**src/rtl/fifo_nibble_uart_tx.sv**
```systemverilog
// fifo_nibble_uart_tx
//   Drains words from the 4-bit circular FIFO and sends each one as an
//   asynchronous serial frame: start bit, DATA_W data bits (LSB first),
//   optional parity bit, stop bit. This block is the FIFO's only reader.
//
// Ports
//   clk         system clock, rising edge
//   reset       synchronous, active-high
//   enable      1 = allowed to start new frames (does not stop a frame in flight)
//   fifo_empty  FIFO empty flag
//   fifo_data   FIFO data_out, valid in the cycle pop=1
//   pop         FIFO read strobe, combinational, only ever high in IDLE
//   tx          registered serial line, idle high
//   busy        high for every cycle of a frame (START..STOP)
//   word_count  frames fully sent, wraps 255 -> 0
module fifo_nibble_uart_tx #(
  parameter int DATA_W       = 4,
  parameter int CLKS_PER_BIT = 4,
  parameter int PARITY_EN    = 1,
  parameter int PARITY_ODD   = 0
) (
  input  logic              clk,
  input  logic              reset,
  input  logic              enable,
  input  logic              fifo_empty,
  input  logic [DATA_W-1:0] fifo_data,
  output logic              pop,
  output logic              tx,
  output logic              busy,
  output logic [7:0]        word_count
);

  localparam int TW = $clog2(CLKS_PER_BIT);
  localparam int BW = (DATA_W > 1) ? $clog2(DATA_W) : 1;

  typedef enum logic [2:0] {
    S_IDLE, S_START, S_DATA, S_PARITY, S_STOP
  } state_e;

  state_e            state_q,  state_d;
  logic [DATA_W-1:0] shift_q,  shift_d;
  logic              parity_q, parity_d;
  logic [TW-1:0]     timer_q,  timer_d;
  logic [BW-1:0]     bit_q,    bit_d;
  logic              tx_q,     tx_d;
  logic              busy_q,   busy_d;
  logic [7:0]        wc_q,     wc_d;
  logic              last_tick;

  assign pop        = (state_q == S_IDLE) & enable & ~fifo_empty & ~reset;
  assign last_tick  = (timer_q == TW'(CLKS_PER_BIT - 1));
  assign tx         = tx_q;
  assign busy       = busy_q;
  assign word_count = wc_q;

  always_comb begin
    state_d  = state_q;
    shift_d  = shift_q;
    parity_d = parity_q;
    timer_d  = timer_q;
    bit_d    = bit_q;
    wc_d     = wc_q;

    if (state_q != S_IDLE)
      timer_d = last_tick ? '0 : timer_q + 1'b1;

    case (state_q)
      S_IDLE: begin
        if (pop) begin
          shift_d  = fifo_data;
          parity_d = (^fifo_data) ^ (PARITY_ODD != 0);
          timer_d  = '0;
          bit_d    = '0;
          state_d  = S_START;
        end
      end
      S_START: if (last_tick) state_d = S_DATA;
      S_DATA: begin
        if (last_tick) begin
          shift_d = shift_q >> 1;
          if (bit_q == BW'(DATA_W - 1)) begin
            bit_d   = '0;
            state_d = (PARITY_EN != 0) ? S_PARITY : S_STOP;
          end else begin
            bit_d = bit_q + 1'b1;
          end
        end
      end
      S_PARITY: if (last_tick) state_d = S_STOP;
      S_STOP: begin
        if (last_tick) begin
          state_d = S_IDLE;
          wc_d    = wc_q + 8'd1;
        end
      end
      default: state_d = S_IDLE;
    endcase
  end

  // tx and busy are derived from the *next* state so they are registered
  // (glitch-free) yet line up with the state they describe: tx falls the
  // cycle after pop, and busy covers exactly the frame's cycles.
  always_comb begin
    busy_d = (state_d != S_IDLE);
    case (state_d)
      S_START:  tx_d = 1'b0;
      S_DATA:   tx_d = shift_d[0];
      S_PARITY: tx_d = parity_d;
      default:  tx_d = 1'b1;
    endcase
  end

  always_ff @(posedge clk) begin
    if (reset) begin
      state_q  <= S_IDLE;
      shift_q  <= '0;
      parity_q <= 1'b0;
      timer_q  <= '0;
      bit_q    <= '0;
      tx_q     <= 1'b1;
      busy_q   <= 1'b0;
      wc_q     <= '0;
    end else begin
      state_q  <= state_d;
      shift_q  <= shift_d;
      parity_q <= parity_d;
      timer_q  <= timer_d;
      bit_q    <= bit_d;
      tx_q     <= tx_d;
      busy_q   <= busy_d;
      wc_q     <= wc_d;
    end
  end

endmodule

```
**config.mk**
```make
export PLATFORM = sky130hd
export DESIGN_NAME = fifo_nibble_uart_tx
export DESIGN_NICKNAME = d
export VERILOG_FILES = /design/src/rtl/fifo_nibble_uart_tx.sv
export SDC_FILE = /design/constraint.sdc
export NUM_CORES = 1
export LEC_CHECK = 0
export CORE_MARGIN = 2
export CORE_UTILIZATION = 40
export DETAILED_ROUTE_END_ITERATION = 16
export PLACE_DENSITY_LB_ADDON = 0.08
export REMOVE_ABC_BUFFERS = 1
export SLEW_MARGIN = 20
export SYNTH_ARGS = -nofsm -noshare
export SYNTH_HDL_FRONTEND = slang
export SYNTH_SLANG_ARGS = --single-unit
```
**constraint.sdc**
```tcl
create_clock -name clk -period 2 [get_ports clk]
set_input_delay 0.4 -clock clk [delete_from_list [all_inputs] [get_ports clk]]
set_output_delay 0.4 -clock clk [all_outputs]
set_load 0.01 [all_outputs]
```
=== Word-level counts from Yosys, hierarchy flattened ===
Cells that the tools add are included.

* Register bits: 22
* Bits of input ports: 8
* Output and inout bits: 11
* Word-level logic and storage cells: 56

* $add $sub $neg: 3
* Equality and inequality tests: 11
* Mux-type cells: 21
* Bitwise gates (word level): 5
* Reductions and logical operators: 7

{| class="wikitable"
|+ Operators with widths
! kind !! count
|-
| two-way mux 3 bit || 6
|-
| one-hot mux 3 bit (5 select lines) || 1
|-
| two-way mux 2 bit || 7
|-
| == test 3 x 2 -> 1 bit, second input constant || 4
|-
| adder 8 x 1 -> 8 bit, second input constant || 1
|-
| two-way mux 4 bit || 2
|-
| one-hot mux 4 bit (2 select lines) || 1
|-
| == test 3 x 1 -> 1 bit, second input constant || 2
|-
| nonzero test 3 bit || 2
|-
| adder 2 x 1 -> 2 bit, second input constant || 2
|-
| == test 2 bit, second input constant || 2
|-
| inequality test 2 bit, second input constant || 2
|-
| one-hot mux 2 bit (2 select lines) || 1
|-
| XOR reduction 4 bit || 1
|-
| bitwise AND 1 bit || 3
|-
| == test 3 bit, second input constant || 1
|-
| logical NOT 3 bit || 1
|-
| one-hot mux 1 bit (3 select lines) || 1
|-
| AND reduction 3 bit || 1
|-
| two-way mux 1 bit || 2
|-
| NOT 1 bit || 2
|-
| AND reduction 2 bit || 1
|-
| nonzero test 2 bit || 1
|}

=== Depth between registers and ports, before layout ===
* Depth after elaboration: 8
* Depth in mapped cells: 6
* Depth with buffers taken out: 5

=== Least setup slack after synthesis ===
No wires, ideal clock.

* Path kind: register to register
* Start: register timer_q[0]
* End: register wc_q[6] (netlist: word_count[6])
* Library setup time: 0.121 ns
* Data arrival time: 1.436 ns
* Required time: 1.879 ns
* Slack: 0.443 ns
* Cell stages (with the launch flop): 7
* Buffers on the path: 1
* Clock period less this slack: 1.557 ns
* Cells stage by stage: dfxtp_1 -> ha_1 -> and4bb_1 -> buf_6 -> nand4_4 -> nor2_1 -> mux2_2

* Word-level cells in the longest chain between the ends: 2

{| class="wikitable"
|+ Ends and longest elaborated chain
! item !! line !! RTL
|-
| start: declaration || 43 || <nowiki>logic [TW-1:0] timer_q, timer_d;</nowiki>
|-
| start signal: assignment || 127 || <nowiki>timer_q <= timer_d;</nowiki>
|-
| == test 2 bit || 51 || <nowiki>assign last_tick = (timer_q == TW'(CLKS_PER_BIT - 1));</nowiki>
|-
| AND reduction 2 bit (no source line) || -- ||
|-
| end signal: assignment || 131 || <nowiki>wc_q <= wc_d;</nowiki>
|-
| end: declaration || 47 || <nowiki>logic [7:0] wc_q, wc_d;</nowiki>
|}

No other way between the ends.
A chain may end at the register's enable or synchronous reset.

=== Worst setup path after layout ===
* Start: input fifo_empty
* End: output pop

* Word-level cells in the longest chain between the ends: 3

{| class="wikitable"
|+ Ends and longest elaborated chain
! item !! line !! RTL
|-
| start: declaration || 25 || <nowiki>input logic fifo_empty,</nowiki>
|-
| NOT 1 bit || 50 || <nowiki>assign pop = (state_q == S_IDLE) & enable & ~fifo_empty & ~reset;</nowiki>
|-
| bitwise AND 1 bit (2 in series) || 50 ||
|-
| end: declaration || 27 || <nowiki>output logic pop,</nowiki>
|}

No other way between the ends.

==> impl_metrics.yaml <==
setup_path:
  worstSetupPathType: "in -> out"
  crit_path_start: "fifo_empty"
  crit-reg2reg-launch: "timer_q[0]$_SDFF_PP0_"
  cp.required_ns: 1.60
  crit_end: "pop"
  reg2regPathDepth: 6
  crit_fanout: 2
  r2r-end: "tx$_SDFF_PP1_"
  setup.worst_path.start_class: "input pin"
  end_kind: "output port"
  arrival_ns: 1.50
  r2r_slack_ns: 0.34
status:
  status: "completed"
power_and_ir_drop:
  p_per_area_nw_per_um2: 591
  p_seq_frac: 0.582
  power_uw: 777
  swShare: 0.231
  leakage_nw: 0.494
  combPwrFrac: 0.096
  vdd_drop_max_uv: 317
  p_int_uw: 597
  pwr-share-clk: 0.323
  p_switching_uw: 179
floorplanning:
  dieArea_um2: 3020
  num_rows: 18
  io_pins: 19
  core-area_um2: 2480
  start_util: 0.420
  fp.dieH_um: 55.0
  chipWidth_um: 55.0
yosys:
  synth_edf_count: 0
  synth_seq_area_share: 0.424
  ys_ff_latch: 22
  ys.flop_type: "dfxtp_1"
  syn_inst: 113
  avgSynthCellArea_um2: 9.20
  yosysWarningCount: 0
  syn_area_um2: 1040
  synthDistinctLibCells: 35
  async_flop_share: 0
finish:
  synthToLayoutAreaGrowth_pct: 26.4
  antenna_cells: 0
  drive_gt1_frac: 0.138
  fill_cells: 234
  nets: 150
  finalNonFillerCells: 168
  ff_latch_area_um2: 440
  multi_input_area_um2: 543
placed_design:
  dpl.cell_count: 164
  gp_congestion: 0.712
  port_buffers: 18
  dp_hpwl_mm: 1.60
timing:
  max_clock_freq_mhz: 526
  finalMaxSlewViolations: 0
  rsz0062_at_grt: "false"
  fin_skew_ns: 0.00894
  worst_slew_pin_slew_ns: 0.363
  max_slew_margin: 0.756
  final-hold-violation-count: 0
  timing.final.crit_period_ns: 1.90
  setup_violations: 0
  period_share: 0.950
clock_tree:
  cts_made_buffers: 3
  cts_setup_buffers: 0
  clk_latency_ns: 0.31
  cts-root-buf: "clkbuf_4"
  ctsHoldBuffers: 0
  clockBufferDepth: 2
  clkSinkCount: 22
  cts_tree: "yes"
  cts-htree-levels: 1
  clk_pin_slew_ns: 0.13
drt:
  post_drt_via_cell_ratio: 5.24
  vias: 880
  firstDrtPassIters: 4
  drc: 0
  ant_nets: 0
  detail_route.wl_per_cell_um: 13.1
  drt-total-wl_mm: 2.20
  drt_iter0_drc: 7
worst_hold_path:
  hp-class: "reg -> reg"
global_routing:
  grt_pass1_vias: 834
  grt_pass1_wl_mm: 3.52
  grtUsageTotal: 0.167
  grt_max_degree: 23
  grt_overflow: 0
  antenna_found_initial: 0
run:
  maxCapViolations: 0
==> cells in the mapped netlist (2+ instances only) <==
| library cell | number | area (µm²) |
|---|---|---|
| o21ai_0 | 2 | 10.0 |
| clkbuf_1 | 2 | 7.51 |
| nand3b_1 | 3 | 22.5 |
| and2_1 | 2 | 12.5 |
| nand3_1 | 3 | 15.0 |
| nand4_1 | 2 | 12.5 |
| inv_1 | 4 | 15.0 |
| nor2_1 | 15 | 56.3 |
| nand2b_1 | 2 | 12.5 |
| a22oi_1 | 3 | 22.5 |
| xor2_1 | 6 | 52.6 |
| a21oi_1 | 10 | 50.1 |
| buf_6 | 2 | 22.5 |
| nor3_1 | 3 | 15.0 |
| a31oi_1 | 2 | 12.5 |
| nand2_1 | 8 | 30.0 |
| dfxtp_1 | 22 | 440 |
| ha_1 | 3 | 37.5 |
| xnor2_1 | 3 | 26.3 |
==> flip-flops by register name, summed over array words and instances, names as in the netlist <==
name / count
timer_q: 2
parity_q: 1
bit_q: 2
tx: 1
shift_q: 4
state_q: 3
word_count: 8
busy: 1
==> stage by stage <==
stage                     worst slack (ns)  cell area, µm²  TNS [ns]   util  hold slack, ns
after floorplan                      0.195             998         0      -           0.430
after global placement              -0.296            1280    -0.296  0.518           0.446
after detailed placement            -0.375            1280    -0.413  0.518           0.448
after CTS                           0.0145            1320         0  0.532           0.466
after global routing                0.0151            1310         0  0.530           0.499
final                               0.0996            1310         0  0.530           0.463
==> what timing repair did <==
action,CTS,global route
cloned,0,0
pin swaps,1,2
gates resized for setup,2,3
endpoints found under the setup margin,1,1
==> critical path, cell delays in order <==
cell and delay (ns):
clkdlybuf4s50_1 0.45, nor4b_4 0.33, nand2_1 0.13, inv_2 0.07
clkbuf_2 0.12
==> cell families (layout without fill, tap and decap cells) <==
| kind of cell | Yosys count | after routing | synth area share |
|---|---|---|---|
| AOI/OAI and AO/OA | 22 | 22 | 0.135 |
| adders and majority gates | 3 | 3 | 0.0361 |
| DFF | 22 | 22 | 0.424 |
| and+or+nand+nor | 45 | 45 | 0.255 |
| muxes | 2 | 2 | 0.0205 |
| buffers and inverters | 10 | 35 | 0.0541 |
| xor gates and xnor gates | 9 | 9 | 0.0758 |
==> worst min-delay path by stage <==
stage,startpoint,to,slack (ns),cells after the start
after detailed placement,shift_q[2]$_SDFFE_PP0P_,shift_q[2]$_SDFFE_PP0P_,0.45,2
final,shift_q[2]$_SDFFE_PP0P_,shift_q[2]$_SDFFE_PP0P_,0.46,2
after global routing,shift_q[2]$_SDFFE_PP0P_,shift_q[2]$_SDFFE_PP0P_,0.50,2
after floorplan,shift_q[1]$_SDFFE_PP0P_,shift_q[1]$_SDFFE_PP0P_,0.43,2
after CTS,shift_q[2]$_SDFFE_PP0P_,shift_q[2]$_SDFFE_PP0P_,0.47,2
after global placement,shift_q[2]$_SDFFE_PP0P_,shift_q[2]$_SDFFE_PP0P_,0.45,2
==> power groups by stage <==
| stage | Combinational (mW) | Clock, mW | Sequential (mW) |
|---|---|---|---|
| after CTS | 0.0749 | 0.256 | 0.452 |
| final | 0.0742 | 0.251 | 0.452 |
| after floorplan | 0.0311 | 0 | 0.462 |
| after global routing | 0.0821 | 0.276 | 0.453 |
| after global placement | 0.0742 | 0 | 0.462 |
| after detailed placement | 0.0760 | 0 | 0.462 |
==> layout by cell type, fill, tap and decap left out, types with 6 or more instances in the layout <==
| master | instances |
|---|---|
| xor2_1 | 6 |
| nand2_1 | 8 |
| nor2_1 | 15 |
| clkdlybuf4s50_1 | 16 |
| a21oi_1 | 10 |
| buf_4 | 9 |
| dfxtp_1 | 22 |
==> layer usage <==
metal,up-vias,global-route usage,wire (µm)
met5,-,0,0
met4,0,0.0488,10
met3,2,0.0323,84
met2,13,0.317,1120
met1,420,0.185,980
li1,445,-,-
==> final cells by class <==
cell class                 count  share of cell area
tap                           30              0.0286
inverter                       4              0.0114
timing repair buffer          27               0.184
sequential                    22               0.335
clock buffer                   4              0.0276
multi-input combinational     81               0.413
Note: power is estimated with default switching activity, not from simulation.
